## config.mk

```make
export PLATFORM = sky130hd
export DESIGN_NAME = tcdm_device_adapter
export DESIGN_NICKNAME = d
export VERILOG_FILES = /design/src/rtl/tcdm_device_adapter.sv
export SDC_FILE = /design/constraint.sdc
export NUM_CORES = 1
export LEC_CHECK = 0
export CAP_MARGIN = 10
export CORE_MARGIN = 5
export CORE_UTILIZATION = 25
export CTS_BUF_LIST = sky130_fd_sc_hd__clkbuf_8
export CTS_CLUSTER_SIZE = 28
export DETAILED_ROUTE_END_ITERATION = 6
export PLACE_DENSITY_LB_ADDON = 0.12
export SYNTH_ARGS = -nofsm -noshare
export SYNTH_HDL_FRONTEND = slang
export SYNTH_SLANG_ARGS = --single-unit
```

## constraint.sdc

```tcl
create_clock -name clk_i -period 2.9 [get_ports clk_i]
set_input_delay 0.87 -clock clk_i [delete_from_list [all_inputs] [get_ports clk_i]]
set_output_delay 0.87 -clock clk_i [all_outputs]
set_load 0.01 [all_outputs]
```

## src/rtl/tcdm_device_adapter.sv

```systemverilog
// Bridges a TCDM-style request/response network port to a simple one-cycle peripheral.
// Optional macro TCDM_ADAPTER_WRITE_RESP_EN makes writes return a zero-data response.
module tcdm_device_adapter #(
    parameter int unsigned HostIdxWidth = 1,
    parameter int unsigned AddrWidth    = 12,
    parameter int unsigned DataWidth    = 32,
    parameter int unsigned FifoDepth    = 2
) (
    input  logic                      clk_i,
    input  logic                      rst_ni,
    input  logic                      req_valid_i,
    output logic                      req_ready_o,
    input  logic [HostIdxWidth-1:0]   req_ini_addr_i,
    input  logic [AddrWidth-1:0]      req_tgt_addr_i,
    input  logic                      req_wen_i,
    input  logic [DataWidth-1:0]      req_wdata_i,
    input  logic [DataWidth/8-1:0]    req_be_i,
    output logic                      resp_valid_o,
    input  logic                      resp_ready_i,
    output logic [HostIdxWidth-1:0]   resp_ini_addr_o,
    output logic [DataWidth-1:0]      resp_rdata_o,
    output logic                      dev_req_o,
    output logic                      dev_we_o,
    output logic [DataWidth/8-1:0]    dev_be_o,
    output logic [AddrWidth-1:0]      dev_addr_o,
    output logic [DataWidth-1:0]      dev_wdata_o,
    input  logic                      dev_rvalid_i,
    input  logic [DataWidth-1:0]      dev_rdata_i,
    output logic                      err_o
);
    localparam int unsigned PtrWidth   = (FifoDepth > 1) ? $clog2(FifoDepth) : 1;
    localparam int unsigned CntWidth   = $clog2(FifoDepth + 2);
    localparam int unsigned EntryWidth = HostIdxWidth + DataWidth;

    logic [EntryWidth-1:0]   mem_q [FifoDepth];
    logic [PtrWidth-1:0]     wptr_q, wptr_d, rptr_q, rptr_d;
    logic [CntWidth-1:0]     occ_q, occ_d, count_d;
    logic                    tag_valid_q, tag_valid_d;
    logic                    tag_wen_q, tag_wen_d;
    logic [HostIdxWidth-1:0] tag_ini_q, tag_ini_d;
    logic                    ready_q, ready_d;
    logic                    err_q, err_d;
    logic                    accept, push, pop;
    logic [DataWidth-1:0]    push_data;
    logic [EntryWidth-1:0]   head;

    function automatic logic [PtrWidth-1:0] ptr_inc(input logic [PtrWidth-1:0] p);
        return (p == PtrWidth'(FifoDepth - 1)) ? '0 : p + PtrWidth'(1);
    endfunction

    assign accept      = req_valid_i & ready_q;
    assign req_ready_o = ready_q;
    assign dev_req_o   = accept;
    assign dev_we_o    = req_wen_i;
    assign dev_be_o    = req_be_i;
    assign dev_addr_o  = req_tgt_addr_i;
    assign dev_wdata_o = req_wdata_i;
    assign err_o       = err_q;

    assign head            = mem_q[rptr_q];
    assign resp_valid_o    = (occ_q != '0);
    assign resp_ini_addr_o = resp_valid_o ? head[EntryWidth-1:DataWidth] : '0;
    assign resp_rdata_o    = resp_valid_o ? head[DataWidth-1:0] : '0;
    assign pop             = resp_valid_o & resp_ready_i;

`ifdef TCDM_ADAPTER_WRITE_RESP_EN
    assign push      = dev_rvalid_i & tag_valid_q;
    assign push_data = tag_wen_q ? '0 : dev_rdata_i;
`else
    // Write completions only return their credit; nothing is queued for them.
    assign push      = dev_rvalid_i & tag_valid_q & ~tag_wen_q;
    assign push_data = dev_rdata_i;
`endif

    always_comb begin
        tag_valid_d = accept;
        tag_ini_d   = accept ? req_ini_addr_i : tag_ini_q;
        tag_wen_d   = accept ? req_wen_i : tag_wen_q;
        wptr_d      = push ? ptr_inc(wptr_q) : wptr_q;
        rptr_d      = pop ? ptr_inc(rptr_q) : rptr_q;
        occ_d       = occ_q + CntWidth'(push) - CntWidth'(pop);
        // An in-flight access always ends after one cycle (answered or flagged),
        // so its credit is simply replaced by whatever is accepted now.
        count_d     = occ_d + CntWidth'(tag_valid_d);
        ready_d     = (count_d < CntWidth'(FifoDepth));
        err_d       = err_q | (dev_rvalid_i & ~tag_valid_q) | (tag_valid_q & ~dev_rvalid_i);
    end

    always_ff @(posedge clk_i or negedge rst_ni) begin
        if (!rst_ni) begin
            wptr_q      <= '0;
            rptr_q      <= '0;
            occ_q       <= '0;
            tag_valid_q <= 1'b0;
            tag_wen_q   <= 1'b0;
            tag_ini_q   <= '0;
            ready_q     <= 1'b0;
            err_q       <= 1'b0;
        end else begin
            wptr_q      <= wptr_d;
            rptr_q      <= rptr_d;
            occ_q       <= occ_d;
            tag_valid_q <= tag_valid_d;
            tag_wen_q   <= tag_wen_d;
            tag_ini_q   <= tag_ini_d;
            ready_q     <= ready_d;
            err_q       <= err_d;
        end
    end

    // Storage needs no reset: outputs are masked whenever the FIFO is empty.
    always_ff @(posedge clk_i) begin
        if (push) begin
            mem_q[wptr_q] <= {tag_ini_q, push_data};
        end
    end
endmodule

```

==> results.ini, run 1 <==
[status]
outcome=completed

[setup_path]
required_ns=2.03
cp.depth=2
cp_top_family=buffers and inverters
critPathBufInv=2
startpoint_type=input pin
cpMostUsedCell=clkdlybuf4s50_1
rr_startpoint=occ_q[1]
reg2reg_to=req_ready_o
cp_slowest_cell=clkdlybuf4s50_1
ff2ff_path_depth=9
path_max_fanout=2
rrSetupSlack_ns=0.98
critPathMaxStageDelay_ns=0.54
arrival_ns=1.89
path_cells=clkdlybuf4s50_1 > clkdlybuf4s50_1
critical_path.endpoint_type=output port
crit_start=req_wen_i
endpoint=dev_we_o
crit_type=input pin to output port

[cells_and_area]
fillers=1345
mostFrequentLayoutCells=clkdlybuf4s50_1 (75), edfxtp_1 (66), mux2i_1 (33), nor2_1 (33), clkbuf_8 (9)
final_common_cell=clkdlybuf4s50_1
antennaDiodeCount=0
layout-drive-gt1-share_pct=11.9
syn_to_final_growth_pct=26.9
finalCoreUtilization_pct=32.6
fin_nets=353

[job]
maxCapViolations=0

[detailed_routing]
ant_nets=0
wire_per_inst_um=14.8
drc=0
drtIter0Drc=58
vias_per_cell=4.00
num_vias=1769
first_pass_iters=4
wl_um=6530

[synth]
synthCells=224
synth-seq-area-share_pct=67.5
synth.net_count=312
synth_area_sq_mm=0.00327
yosys_warnings=0
avgSynthCellArea_sq_um=14.6
ys_types=21
ys_ff_latch=75

[sta]
final.period_utilization_pct=95.0
rsz0062_at_grt=no
relSlewSlack_pct=72.1
fmax_mhz=363
finalHoldViolations=0
setup_viol=0
fin_crit_ns=2.76
slew_viol_final=0
worstMarginPinSlew_ns=0.417
fin_setup_tns_ns=0
finClkSkew_ns=0.00859
hold_ws_ns=0.477

[placement]
gp_congestion=0.624
dp_hpwl_um=4350
port_buffers=76

[grt]
grt_pass1_vias=1980
grt_util_all_layers_pct=8.57
grt_antenna_before_repair=0
grt_overflow=0
grt_max_degree=27
grt_pass1_wl_um=10400

[floorplan]
die_h_um=124
die_area_sq_mm=0.0155
start_util_pct=25.7
placeableCoreArea_sq_mm=0.0127
rows=41
pin_count=173
die_x_um=124

[clock_tree]
clock_sinks=75
cts_tree=done
insertion_delay_ns=0.34
clock_path_buffers=2
cts_resized=1
numCtsBuffers=9
path_clk_slew_ns=0.08
root_buffer=clkbuf_8
h-tree-depth=3
post_cts_buffers=0
holdBufCountCts=0

[hold_path]
min_path_type=register to register

[power_and_ir_drop]
pwr_density_cell_mw_per_mm2=883
peakVddDrop_mv=0.476
fin_total_pwr_mw=3.66
leakage_nw=1.49

==> through the flow <==
step / instances / area (sq um) / setup WS [ns]
6_report: 442 / 4150 / 0.144
3_5_place_dp: 426 / 3960 / 0.00554
2_1_floorplan: 224 / 3270 / -0.0472
4_1_cts: 442 / 4150 / 0.135
5_1_grt: 442 / 4150 / 0.0969
3_3_place_gp: 426 / 3960 / 0.00766
==> metal layers <==
| metal | vias up | global-route usage, % | share of wire [%] |
|---|---|---|---|
| met5 | - | 0 | 0 |
| met4 | 0 | 5.22 | 4.0 |
| met3 | 34 | 3.82 | 7.8 |
| met2 | 79 | 12.9 | 46 |
| met1 | 842 | 9.95 | 42 |
| li1 | 814 | - | - |
==> synthesized netlist by cell type (all sizes together) <==
library cell	instances	area, sq um
edfxtp	66	1980
buf	56	410
nor2	36	138
mux2i	33	330
dfrtp	9	225
xnor2	7	61.3
inv	3	11.3
mux2	2	22.5
nand2	2	7.51
nand3	2	10.0
a211oi	1	12.5
and3b	1	8.76
and4b	1	10.0
ha	1	12.5
nand2b	1	6.26
nand3b	1	7.51
nor2b	1	6.26
xor2	1	8.76
==> worst min path at each step <==
| stage | startpoint | to | slack (ns) | depth (start not counted) |
|---|---|---|---|---|
| after floorplan | tag_ini_q | mem_q[0][32] | 0.44 | 0 |
| after global placement | tag_ini_q | mem_q[0][32] | 0.45 | 0 |
| after detailed placement | err_o | err_o | 0.46 | 1 |
| after CTS | err_o | err_o | 0.48 | 1 |
| after global routing | err_o | err_o | 0.51 | 1 |
| final | err_o | err_o | 0.48 | 1 |
==> power by group <==
group	switching, mW	internal (mW)
logic	0.695	0.810
registers	0.0698	1.31
clock network	0.380	0.394
total	1.14	2.52
==> layout make-up <==
type                    count  area (sq um)  share of cell area [%]
flip-flops and latches     75          2210                    53.2
repair buffers             86           860                    20.7
inverters                   3          11.3                   0.271
clock inverters             7          68.8                    1.66
well taps                 172           215                    5.19
clock buffers               9           124                    2.99
multi-input cells          90           662                    16.0
==> kinds of logic (layout without fill, tap and decap cells) <==
family | count (synthesis) | count (layout) | share of synthesized area, %
AO/OA/AOI/OAI | 1 | 1 | 0.382
XOR/XNOR | 8 | 8 | 2.14
adder cells (fa/ha/maj) | 1 | 1 | 0.382
buffers and inverters | 59 | 105 | 12.9
flip-flops | 75 | 75 | 67.5
multiplexers | 35 | 35 | 10.8
AND/OR/NAND/NOR | 45 | 45 | 5.93
==> registers in the layout, summed over array words and instances, names as in the netlist <==
register and count:
err_o 1, mem_q 66, occ_q 2, req_ready_o 1, rptr_q 1, tag_ini_q 1
tag_valid_q 1, tag_wen_q 1, wptr_q 1
No activity file was read; power rests on OpenSTA's default activity.
==> run 2, diff against run 1 <==
--- a/config.mk
+++ b/config.mk
@@ -5,6 +5,7 @@
 export SDC_FILE = /design/constraint.sdc
 export NUM_CORES = 1
 export LEC_CHECK = 0
+export ABC_AREA = 1
 export CAP_MARGIN = 10
 export CORE_MARGIN = 5
 export CORE_UTILIZATION = 25
==> run 2 against run 1 <==
- setup slack got worse by 0.11 ns
- sequential share of layout area decreased by 0.21 points
- critical endpoint is now dev_req_o
- clock skew grew 0.0016 ns
- cell count is 10% higher
- clock-buffer cell count is the same
- non-clock buffer count increased by 1
- area after synthesis fell by 0.99%
- hold slack improved by 0.0085 ns
- cell area rose by 0.33%
- largest cell class unchanged
- global-route usage up 1.5 points
- wire length up 13%
==> results.ini, run 2 <==
[status]
outcome=completed

[clock_tree]
h-tree-depth=3
holdBufCountCts=0
numCtsBuffers=9
cts_tree=done
root_buffer=clkbuf_8
clock_path_buffers=2
clock_sinks=75
insertion_delay_ns=0.34
path_clk_slew_ns=0.08

[hold_path]
hp-start=err_o
min_path_type=register to register
hold_depth=2
holdPathEnd=err_o

[grt]
grt_max_degree=34
grt_util_all_layers_pct=10.0
grt_antenna_before_repair=0
grt_overflow=0
grt_pass1_vias=2019
grt_pass1_wl_um=11200

[sta]
setup_ws_ns=0.0352
worstMarginPinSlew_ns=0.465
fin_setup_tns_ns=0
setup_viol=0
fmax_mhz=349
finalHoldViolations=0
fin_crit_ns=2.86
relSlewSlack_pct=68.9
rsz0062_at_grt=no
finClkSkew_ns=0.0102
final.period_utilization_pct=98.8
slew_viol_final=0

[synth]
yosysMostFrequentCell=nand2_1
synth-seq-area-share_pct=68.2
avgSynthCellArea_sq_um=11.9
synth_ff_type=edfxtp_1
yosys_warnings=0
ys_top_cells_by_area=edfxtp_1 (61%), buf_4 (12%), nand2_1 (9.3%), dfrtp_1 (7.0%), a21oi_1 (5.3%)
synthTopCellsByCount=nand2_1 (80), edfxtp_1 (66), buf_4 (52), a21oi_1 (34), inv_1 (10)
synthCells=272
synthArstFlopShare_pct=12.0
synth_area_sq_mm=0.00324
synth_top_cell_by_area=edfxtp_1
ys_ff_latch=75
synth_edf_count=66
synth_top_cell_area_share_pct=61.2
synth.net_count=360
ys_types=15

[setup_path]
crit_start=req_valid_i
arrival_ns=1.99
crit_type=input pin to output port
startpoint_type=input pin
reg2reg_to=req_ready_o
required_ns=2.03
path_max_fanout=2
ff2ff_path_depth=13
rrSetupSlack_ns=0.98
rr_startpoint=occ_q[1]
critical_path.endpoint_type=output port

[cells_and_area]
antennaDiodeCount=0
finalCoreUtilization_pct=32.9
syn_to_final_growth_pct=28.6
mostFrequentLayoutCells=nand2_1 (80), clkdlybuf4s50_1 (75), edfxtp_1 (66), a21oi_1 (34), inv_1 (12)
layout-drive-gt1-share_pct=9.18
top_register=mem_q
final_common_cell=nand2_1
reg_top3=mem_q (66), occ_q (2)
final_cell_area_sq_mm=0.00416
fin_nets=399
largest_reg_flops=66

[detailed_routing]
vias_per_cell=4.01
ant_nets=0
drtIter0Drc=69
num_vias=1957
wl_um=7400
drc=0
wire_per_inst_um=15.2
first_pass_iters=4

[floorplan]
die_h_um=124
rows=41
die_area_sq_mm=0.0153
start_util_pct=25.6
die_x_um=124
placeableCoreArea_sq_mm=0.0127
pin_count=173

[placement]
place_ws_ns=0.0401
post_dp_cell_area_sq_mm=0.00395
port_buffers=76
dp_hpwl_um=4960
gp_congestion=0.671

[power_and_ir_drop]
peakVddDrop_mv=0.356
pwr_density_cell_mw_per_mm2=923
leakage_nw=1.52

[job]
maxCapViolations=0

-- run 2: worst max-delay path: stages --
cell	delay [ns]
clkdlybuf4s50_1	0.46
nand2_1	0.06
inv_1	0.07
clkdlybuf4s50_1	0.53
-- run 2: cells by family (layout without fill, tap and decap cells) --
kind of cell | Yosys count | after routing | synth area share, %
adders and majority gates | 1 | 1 | 0.386
AOI/OAI and AO/OA | 36 | 36 | 5.56
buffers and inverters | 70 | 114 | 14.4
DFF | 75 | 75 | 68.2
xor gates and xnor gates | 3 | 3 | 0.812
and+or+nand+nor | 87 | 87 | 10.7
-- run 2: power breakdown --
| group | internal [mW] | total (mW) | switching [mW] |
|---|---|---|---|
| sequential | 1.32 | 1.38 | 0.0620 |
| clock | 0.476 | 0.848 | 0.372 |
| combinational | 0.785 | 1.61 | 0.829 |
-- run 2: area by class of cell --
cell class | count | area, sq um
Multi-Input combinational cell | 127 | 579
Clock inverter | 7 | 85.1
Fill cell | 1307 | 8510
Timing Repair Buffer | 87 | 908
Clock buffer | 9 | 124
Sequential cell | 75 | 2210
Inverter | 11 | 43.8
Tap cell | 172 | 215
-- run 2: stage by stage --
step	hold WS, ns	instances	power [mW]
finish	0.485	488	3.84
global route	0.521	488	4.12
CTS	0.492	488	3.96
detailed placement	0.473	472	3.07
global placement	0.472	472	3.08
floorplan	0.442	272	2.21
-- run 2: repair_timing --
action | 4_1_cts | 5_1_grt
setup endpoints to repair | 2 | 1
pin swaps | 0 | 0
gates cloned | 0 | 0
resized for setup | 1 | 1
buffers inserted | 0 | 0
-- run 2: how the worst max path moves through the flow --
stage,slack (ns),end,depth (start not counted)
after global routing,0.003,dev_req_o,4
final,0.04,dev_req_o,4
after detailed placement,0.04,dev_req_o,4
after global placement,0.04,dev_req_o,4
after CTS,0.03,dev_req_o,4
after floorplan,-0.02,mem_q[0][0],2
-- run 2: layer usage --
metal | wire (um) | up-vias | part of all wire, % | GRT usage, %
met5 | 0 | - | 0 | 0
met2 | 3550 | 63 | 48 | 16.1
met1 | 2960 | 918 | 40 | 11.0
met4 | 360 | 0 | 4.9 | 6.44
met3 | 531 | 36 | 7.2 | 4.00
li1 | - | 940 | - | -
